File: src/rtl/sqrt_arbiter.sv
// sqrt_arbiter
//   Round-robin arbiter/sequencer sharing one integer square-root unit among
//   N_REQ requesters. A granted operand is sent to the unit with a single
//   start pulse, the result is captured on unit_valid and returned with a
//   one-cycle one-hot done strobe.
//
//   Ports:
//     clk         in   system clock, rising edge
//     reset       in   asynchronous active-low reset
//     req         in   [N_REQ]        per-requester request level
//     req_a       in   [N_REQ*WIDTH]  packed operands, requester i at [i*WIDTH +: WIDTH]
//     done        out  [N_REQ]        one-hot completion strobe
//     result      out  [WIDTH]        result for the requester flagged by done
//     err         out                 timeout flag, qualified by done
//     busy        out                 high whenever not IDLE
//     unit_start  out                 start pulse to the square-root unit
//     unit_a      out  [WIDTH]        operand to the square-root unit
//     unit_valid  in                  square-root unit result valid
//     unit_sqrt   in   [WIDTH]        square-root unit result
//
//   Optional feature macro: SQRT_ARB_TIMEOUT_EN
//     When defined, WAIT gives up after TIMEOUT_CYCLES cycles and delivers
//     result = all ones with err = 1. When undefined, err is tied low.

module sqrt_arbiter #(
    parameter int N_REQ          = 4,
    parameter int WIDTH          = 8,
    parameter int TIMEOUT_CYCLES = 64
) (
    input  logic                     clk,
    input  logic                     reset,
    input  logic [N_REQ-1:0]         req,
    input  logic [N_REQ*WIDTH-1:0]   req_a,
    output logic [N_REQ-1:0]         done,
    output logic [WIDTH-1:0]         result,
    output logic                     err,
    output logic                     busy,
    output logic                     unit_start,
    output logic [WIDTH-1:0]         unit_a,
    input  logic                     unit_valid,
    input  logic [WIDTH-1:0]         unit_sqrt
);

    localparam int IDX_W = $clog2(N_REQ);

    localparam logic [1:0] S_IDLE    = 2'd0;
    localparam logic [1:0] S_ISSUE   = 2'd1;
    localparam logic [1:0] S_WAIT    = 2'd2;
    localparam logic [1:0] S_DELIVER = 2'd3;

    logic [1:0]       state_q, state_d;
    logic [IDX_W-1:0] ptr_q, ptr_d;
    logic [IDX_W-1:0] grant_q, grant_d;
    logic [N_REQ-1:0] done_q, done_d;
    logic [WIDTH-1:0] result_q, result_d;
    logic [WIDTH-1:0] unit_a_q, unit_a_d;
    logic             unit_start_q, unit_start_d;
    logic             busy_q, busy_d;
    logic             err_q, err_d;

    logic [WIDTH-1:0] opnd [N_REQ];
    logic             found;
    logic [IDX_W-1:0] pick;
    logic [IDX_W-1:0] idx;

`ifdef SQRT_ARB_TIMEOUT_EN
    localparam int CNT_W = $clog2(TIMEOUT_CYCLES + 1);
    logic [CNT_W-1:0] cnt_q, cnt_d;
`else
    logic unused_timeout_cfg;
    assign unused_timeout_cfg = (TIMEOUT_CYCLES != 0);
`endif

    for (genvar g = 0; g < N_REQ; g++) begin : g_opnd
        assign opnd[g] = req_a[g*WIDTH +: WIDTH];
    end

    always_comb begin
        // Rotating scan: first set req bit at or above the pointer, wrapping.
        found = 1'b0;
        pick  = '0;
        idx   = '0;
        for (int unsigned k = 0; k < N_REQ; k++) begin
            idx = IDX_W'((k + 32'(ptr_q)) % N_REQ);
            if (!found && req[idx]) begin
                found = 1'b1;
                pick  = idx;
            end
        end

        state_d  = state_q;
        ptr_d    = ptr_q;
        grant_d  = grant_q;
        unit_a_d = unit_a_q;
        result_d = result_q;
        done_d   = '0;
        err_d    = 1'b0;
`ifdef SQRT_ARB_TIMEOUT_EN
        cnt_d    = cnt_q;
`endif

        case (state_q)
            S_IDLE: begin
                if (found) begin
                    grant_d  = pick;
                    unit_a_d = opnd[pick];
                    state_d  = S_ISSUE;
                end
            end
            S_ISSUE: begin
                state_d = S_WAIT;
`ifdef SQRT_ARB_TIMEOUT_EN
                cnt_d   = '0;
`endif
            end
            S_WAIT: begin
                // A valid sampled in ISSUE never reaches here, so it is ignored.
                if (unit_valid) begin
                    result_d        = unit_sqrt;
                    done_d[grant_q] = 1'b1;
                    state_d         = S_DELIVER;
                end
`ifdef SQRT_ARB_TIMEOUT_EN
                else if (cnt_q == CNT_W'(TIMEOUT_CYCLES - 1)) begin
                    result_d        = '1;
                    err_d           = 1'b1;
                    done_d[grant_q] = 1'b1;
                    state_d         = S_DELIVER;
                end else begin
                    cnt_d = cnt_q + 1'b1;
                end
`endif
            end
            default: begin
                // DELIVER: served requester becomes lowest priority.
                ptr_d   = (grant_q == IDX_W'(N_REQ - 1)) ? '0 : grant_q + 1'b1;
                state_d = S_IDLE;
            end
        endcase

        // Outputs are registered, so they are derived from the next state.
        unit_start_d = (state_d == S_ISSUE);
        busy_d       = (state_d != S_IDLE);
    end

    always_ff @(posedge clk or negedge reset) begin
        if (!reset) begin
            state_q      <= S_IDLE;
            ptr_q        <= '0;
            grant_q      <= '0;
            done_q       <= '0;
            result_q     <= '0;
            unit_a_q     <= '0;
            unit_start_q <= 1'b0;
            busy_q       <= 1'b0;
            err_q        <= 1'b0;
`ifdef SQRT_ARB_TIMEOUT_EN
            cnt_q        <= '0;
`endif
        end else begin
            state_q      <= state_d;
            ptr_q        <= ptr_d;
            grant_q      <= grant_d;
            done_q       <= done_d;
            result_q     <= result_d;
            unit_a_q     <= unit_a_d;
            unit_start_q <= unit_start_d;
            busy_q       <= busy_d;
            err_q        <= err_d;
`ifdef SQRT_ARB_TIMEOUT_EN
            cnt_q        <= cnt_d;
`endif
        end
    end

    assign done       = done_q;
    assign result     = result_q;
    assign busy       = busy_q;
    assign unit_start = unit_start_q;
    assign unit_a     = unit_a_q;
`ifdef SQRT_ARB_TIMEOUT_EN
    assign err        = err_q;
`else
    assign err        = 1'b0;
    logic unused_err_q;
    assign unused_err_q = err_q;
`endif

endmodule

File: config.mk
export PLATFORM = sky130hd
export DESIGN_NAME = sqrt_arbiter
export DESIGN_NICKNAME = d
export VERILOG_FILES = /design/src/rtl/sqrt_arbiter.sv
export SDC_FILE = /design/constraint.sdc
export NUM_CORES = 1
export LEC_CHECK = 0
export BUFFER_PORTS_ARGS = -buffer_cell sky130_fd_sc_hd__clkbuf_2
export CAP_MARGIN = 20
export CELL_PAD_IN_SITES_DETAIL_PLACEMENT = 1
export CELL_PAD_IN_SITES_GLOBAL_PLACEMENT = 1
export CORE_AREA = 3 3 67 69
export CTS_CLUSTER_DIAMETER = 150
export CTS_CLUSTER_SIZE = 25
export DETAILED_ROUTE_END_ITERATION = 10
export DIE_AREA = 0 0 70 72
export GPL_ROUTABILITY_DRIVEN = 0
export GPL_TIMING_DRIVEN = 0
export HOLD_SLACK_MARGIN = 0.02
export PLACE_DENSITY_LB_ADDON = 0.08
export SLEW_MARGIN = 25
export SYNTH_ARGS = -nofsm -noshare
export SYNTH_HDL_FRONTEND = slang
export SYNTH_SLANG_ARGS = --single-unit
File: constraint.sdc
create_clock -name clk -period 2.8 [get_ports clk]
set_input_delay 0.14 -clock clk [delete_from_list [all_inputs] [get_ports clk]]
set_output_delay 0.14 -clock clk [all_outputs]
set_load 0.02 [all_outputs]
==> PnR_summary.wiki <==
{| class="wikitable"
! Metric !! Value
|-
| Synth Area per Inst || roughly 12 sq um
|-
| Number of optimization iterations in the first detailed-route pass || 4
|-
| Count of port buffers added during placement || 68
|-
| Count of nets left with antenna violations after detail routing || 0
|-
| Post-synthesis instance area || 1400 sq um
|-
| Worst-path cell chain || nor3b_1 > a211oi_1 > o21bai_1 > o221ai_1
|-
| CTS clock-pin slew for the worst setup and hold paths || 90 ps
|-
| Vertical extent of the die || ~72 um
|-
| Post-DR vias/cell || slightly below 5
|-
| Internal portion of total power || 1.116 mW
|-
| Rel. slew slack || 0.5362
|-
| Post-synthesis cell type with the largest combined area || sky130_fd_sc_hd__dfrtp_1
|-
| Type of destination of the critical path || flip-flop
|-
| First-pass GRT wire length || 6.023 mm
|-
| Critical path data arrival time || 1860 ps
|-
| Maximum clock skew at final layout || 4.127 ps
|-
| Number of nets in the final layout || 245
|-
| Power density of the placed cells || 1034 nW/um^2
|-
| Total wire length after detailed routing || 3.584 mm
|-
| Number of DRC violations after detailed-routing iteration 0 || 35
|-
| Rows || 23
|-
| Detailed-route wire length per cell || between 10 and 15 um
|-
| Final routed DRC violation total || 0
|-
| Seq pwr share || 0.367
|-
| Kind of critical path || reg2reg
|-
| Top Metal Used || met4
|-
| Largest buffer count on any clock path || 2
|-
| Number of enable-type register cells in the synthesized netlist || 0
|-
| Met1 wire length || 1.403 mm
|-
| Final-report hold violation count || 0
|-
| Clock sink count || 28
|-
| Leakage || 1.027 nW
|-
| Master cell of the clock root buffer || sky130_fd_sc_hd__clkbuf_8
|-
| Cells after synthesis || 117
|-
| Unique masters post-synth || 25
|-
| Count of pins on the block boundary || 70
|-
| Initial antenna violation count || 0
|-
| Peak clock frequency supported by timing || 577.4 MHz
|-
| Classification of the worst-slack hold path || in2reg
|-
| Number of maximum-capacitance constraint violations || 0
|-
| Total number of vias || approximately 1200
|-
| Critical path buffer and inverter count || 0
|-
| Crit path launch type || flip-flop
|-
| Grt ovf || 0
|-
| Number of register bits inferred by synthesis || 28
|-
| Net count after synthesis || 171
|-
| CTS buffer count || 3
|-
| Share of the synthesized area in the top cell type || 0.5004
|-
| Number of global-route vias before repair || approximately 1300
|-
| CTS H-Tree Depth || 1
|-
| Top post-synthesis cells by count || 28 x sky130_fd_sc_hd__dfrtp_1, 17 x sky130_fd_sc_hd__mux2i_1, 14 x sky130_fd_sc_hd__nand2_1
|-
| Antenna Cells || 0
|-
| Effective utilization at floorplan || 0.3526
|-
| Worst slew pin tran || 694.3 ps
|-
| Final TNS setup || 0 ps
|-
| Switching power share of the total || 0.4179
|-
| Clock share of power || 0.112
|-
| Proportion of power drawn by combinational gates || 0.521
|-
| Cell class contributing the biggest share of worst-path delay || compound AO/OA/AOI/OAI gates
|-
| Maximum single-stage delay on the critical path || 570 ps
|-
| Floorplan Core Area || 3971 sq um
|-
| Dpl hpwl || 2.942 mm
|-
| Clock insertion delay at the later pin of the skew report || 270 ps
|-
| Setup repair after global routing missed its margin || false
|-
| Final max-slew violation count || 0
|-
| Post-layout instance count excluding filler cells || approximately 240
|-
| Largest fanout on the critical path || 8
|-
| Maximum number of pins on one net before global-route repair || 29
|-
| Wire length on met3 || approximately 220 um
|-
| Minimum period implied by the final worst setup slack || 1732 ps
|-
| Critical path's slowest cell || sky130_fd_sc_hd__o21bai_1
|-
| Asr flop ratio synth || 1.000
|-
| Placed Instances || 235
|-
| Most instantiated library cell after synthesis || sky130_fd_sc_hd__dfrtp_1
|-
| Clock tree from TritonCTS || built
|-
| Share of the clock period used by the worst path || 0.6185
|-
| Required time reported for the critical path endpoint || roughly 2900 ps
|-
| Layout-stage area growth over the synthesis result || 32.44%
|-
| Die area || 5040 sq um
|-
| Count of yosys warnings during synthesis || 0
|-
| Routed wl met2 || a little under 2 mm
|-
| Top post-synthesis cells by area || sky130_fd_sc_hd__dfrtp_1 50%, sky130_fd_sc_hd__mux2i_1 12%, sky130_fd_sc_hd__mux2_2 8.0%
|-
| Peak supply drop || about 330 uV
|-
| Die boundary width || 70 um
|-
| Synth Flop Type || sky130_fd_sc_hd__dfrtp_1
|-
| Power spent charging and discharging nets || 800.8 uW
|-
| Layout cell share with drive strength beyond 1 || 0.4550
|-
| Final setup violation count || 0
|-
| Sequential element share of the synthesized area || 0.5004
|-
| GRT Util Overall || 0.1491
|-
| Outcome || finished, final reports clean
|-
| Number of fill cells || ~470
|}
## logic make-up after synthesis
group	synth area share
adders and majority gates	0.06255
buffers and inverters	0.03306
AOI/OAI and AO/OA	0.09919
other	0.002678
muxes	0.2020
DFF	0.5004
and+or+nand+nor	0.1001
## flip-flops by register name (all words and copies together) (netlist names)
register    count
state_q         2
unit_start      1
ptr_q           2
unit_a          8
result          8
done            4
busy            1
grant_q         2
## cell type report
class / instances / area (sq um) / share of cell area
Inverter: 5 / 18.77 / 0.01012
Timing Repair Buffer: 69 / 350.3 / 0.1889
Sequential cell: 28 / 700.7 / 0.3779
Buffer: 4 / 27.53 / 0.01484
Clock buffer: 3 / 41.29 / 0.02227
Tap cell: 50 / 62.56 / 0.03374
Multi-Input combinational cell: 80 / 653.1 / 0.3522
## path summary, 6_finish.rpt
kind | startpoint | to | slack [ps] | cells after the start
max in group asynchronous | reset | state_q[0]$_DFF_PN0_ | 1900 | 2
worst min register to register | unit_a[1]$_DFFE_PN0P_ | unit_a[1]$_DFFE_PN0P_ | 500 | 2
worst max register to register | ptr_q[0]$_DFFE_PN0N_ | unit_a[7]$_DFFE_PN0P_ | 1070 | 4
min in group asynchronous | reset | unit_start$_DFF_PN0_ | 450 | 2
worst min-delay path | unit_sqrt[5] | result[5]$_DFFE_PN0P_ | 100 | 2
worst max-delay path | ptr_q[0]$_DFFE_PN0N_ | unit_a[7]$_DFFE_PN0P_ | 1070 | 4
## what timing repair did
item,in CTS,in global routing
endpoints found under the hold margin,28,0
hold buffers,1,0
buffers inserted,0,0
resized for setup,0,0
setup endpoints to repair,0,0
## cell usage in the layout, fill, tap and decap left out
master	n
sky130_fd_sc_hd__clkbuf_1	1
sky130_fd_sc_hd__a2bb2oi_2	1
sky130_fd_sc_hd__a21oi_1	1
sky130_fd_sc_hd__mux2i_1	17
sky130_fd_sc_hd__clkbuf_2	68
sky130_fd_sc_hd__nand2_4	1
sky130_fd_sc_hd__dfrtp_1	28
sky130_fd_sc_hd__conb_1	1
sky130_fd_sc_hd__ha_1	7
sky130_fd_sc_hd__a211oi_1	1
sky130_fd_sc_hd__a22o_1	1
sky130_fd_sc_hd__nor2_1	5
sky130_fd_sc_hd__nor3b_1	1
sky130_fd_sc_hd__buf_2	1
sky130_fd_sc_hd__and3_1	4
sky130_fd_sc_hd__clkbuf_8	3
sky130_fd_sc_hd__nand2b_1	3
sky130_fd_sc_hd__dlygate4sd3_1	1
sky130_fd_sc_hd__o21bai_1	1
sky130_fd_sc_hd__inv_1	5
sky130_fd_sc_hd__buf_6	1
sky130_fd_sc_hd__mux2_2	10
sky130_fd_sc_hd__or3_1	1
sky130_fd_sc_hd__a21o_1	2
sky130_fd_sc_hd__buf_4	1
sky130_fd_sc_hd__o221ai_1	8
sky130_fd_sc_hd__a2bb2o_1	1
sky130_fd_sc_hd__nand2_1	14
## routing by layer
| layer | GRT usage | vias up |
|---|---|---|
| met5 | 0 | - |
| met4 | 0.03830 | 0 |
| met3 | 0.03047 | 2 |
| met2 | 0.2812 | 43 |
| met1 | 0.1724 | 562 |
| li1 | - | 561 |
## power by group through the flow
stage	combinational, mW	sequential (mW)	clock (mW)
after floorplan	0.528	0.862	0
after global placement	0.980	0.701	0
after detailed placement	1.02	0.711	0
after CTS	1.03	0.706	0.224
after global routing	1.11	0.733	0.242
final	0.998	0.704	0.214
## through the flow
| stage | power [mW] | instance area, sq um | utilization | hold slack [ps] | setup slack (ps) |
|---|---|---|---|---|---|
| 2_1_floorplan | 1.390 | 1400 | - | -155.6 | 1302 |
| 3_3_place_gp | 1.681 | 1803 | 0.4540 | 223.0 | 1129 |
| 3_5_place_dp | 1.734 | 1803 | 0.4540 | 234.5 | 1033 |
| 4_1_cts | 1.956 | 1854 | 0.4669 | 98.30 | 1003 |
| 5_1_grt | 2.080 | 1854 | 0.4669 | 96.50 | 888.8 |
| 6_report | 1.917 | 1854 | 0.4669 | 102.2 | 1068 |
Power figures use the tool's default switching activity.
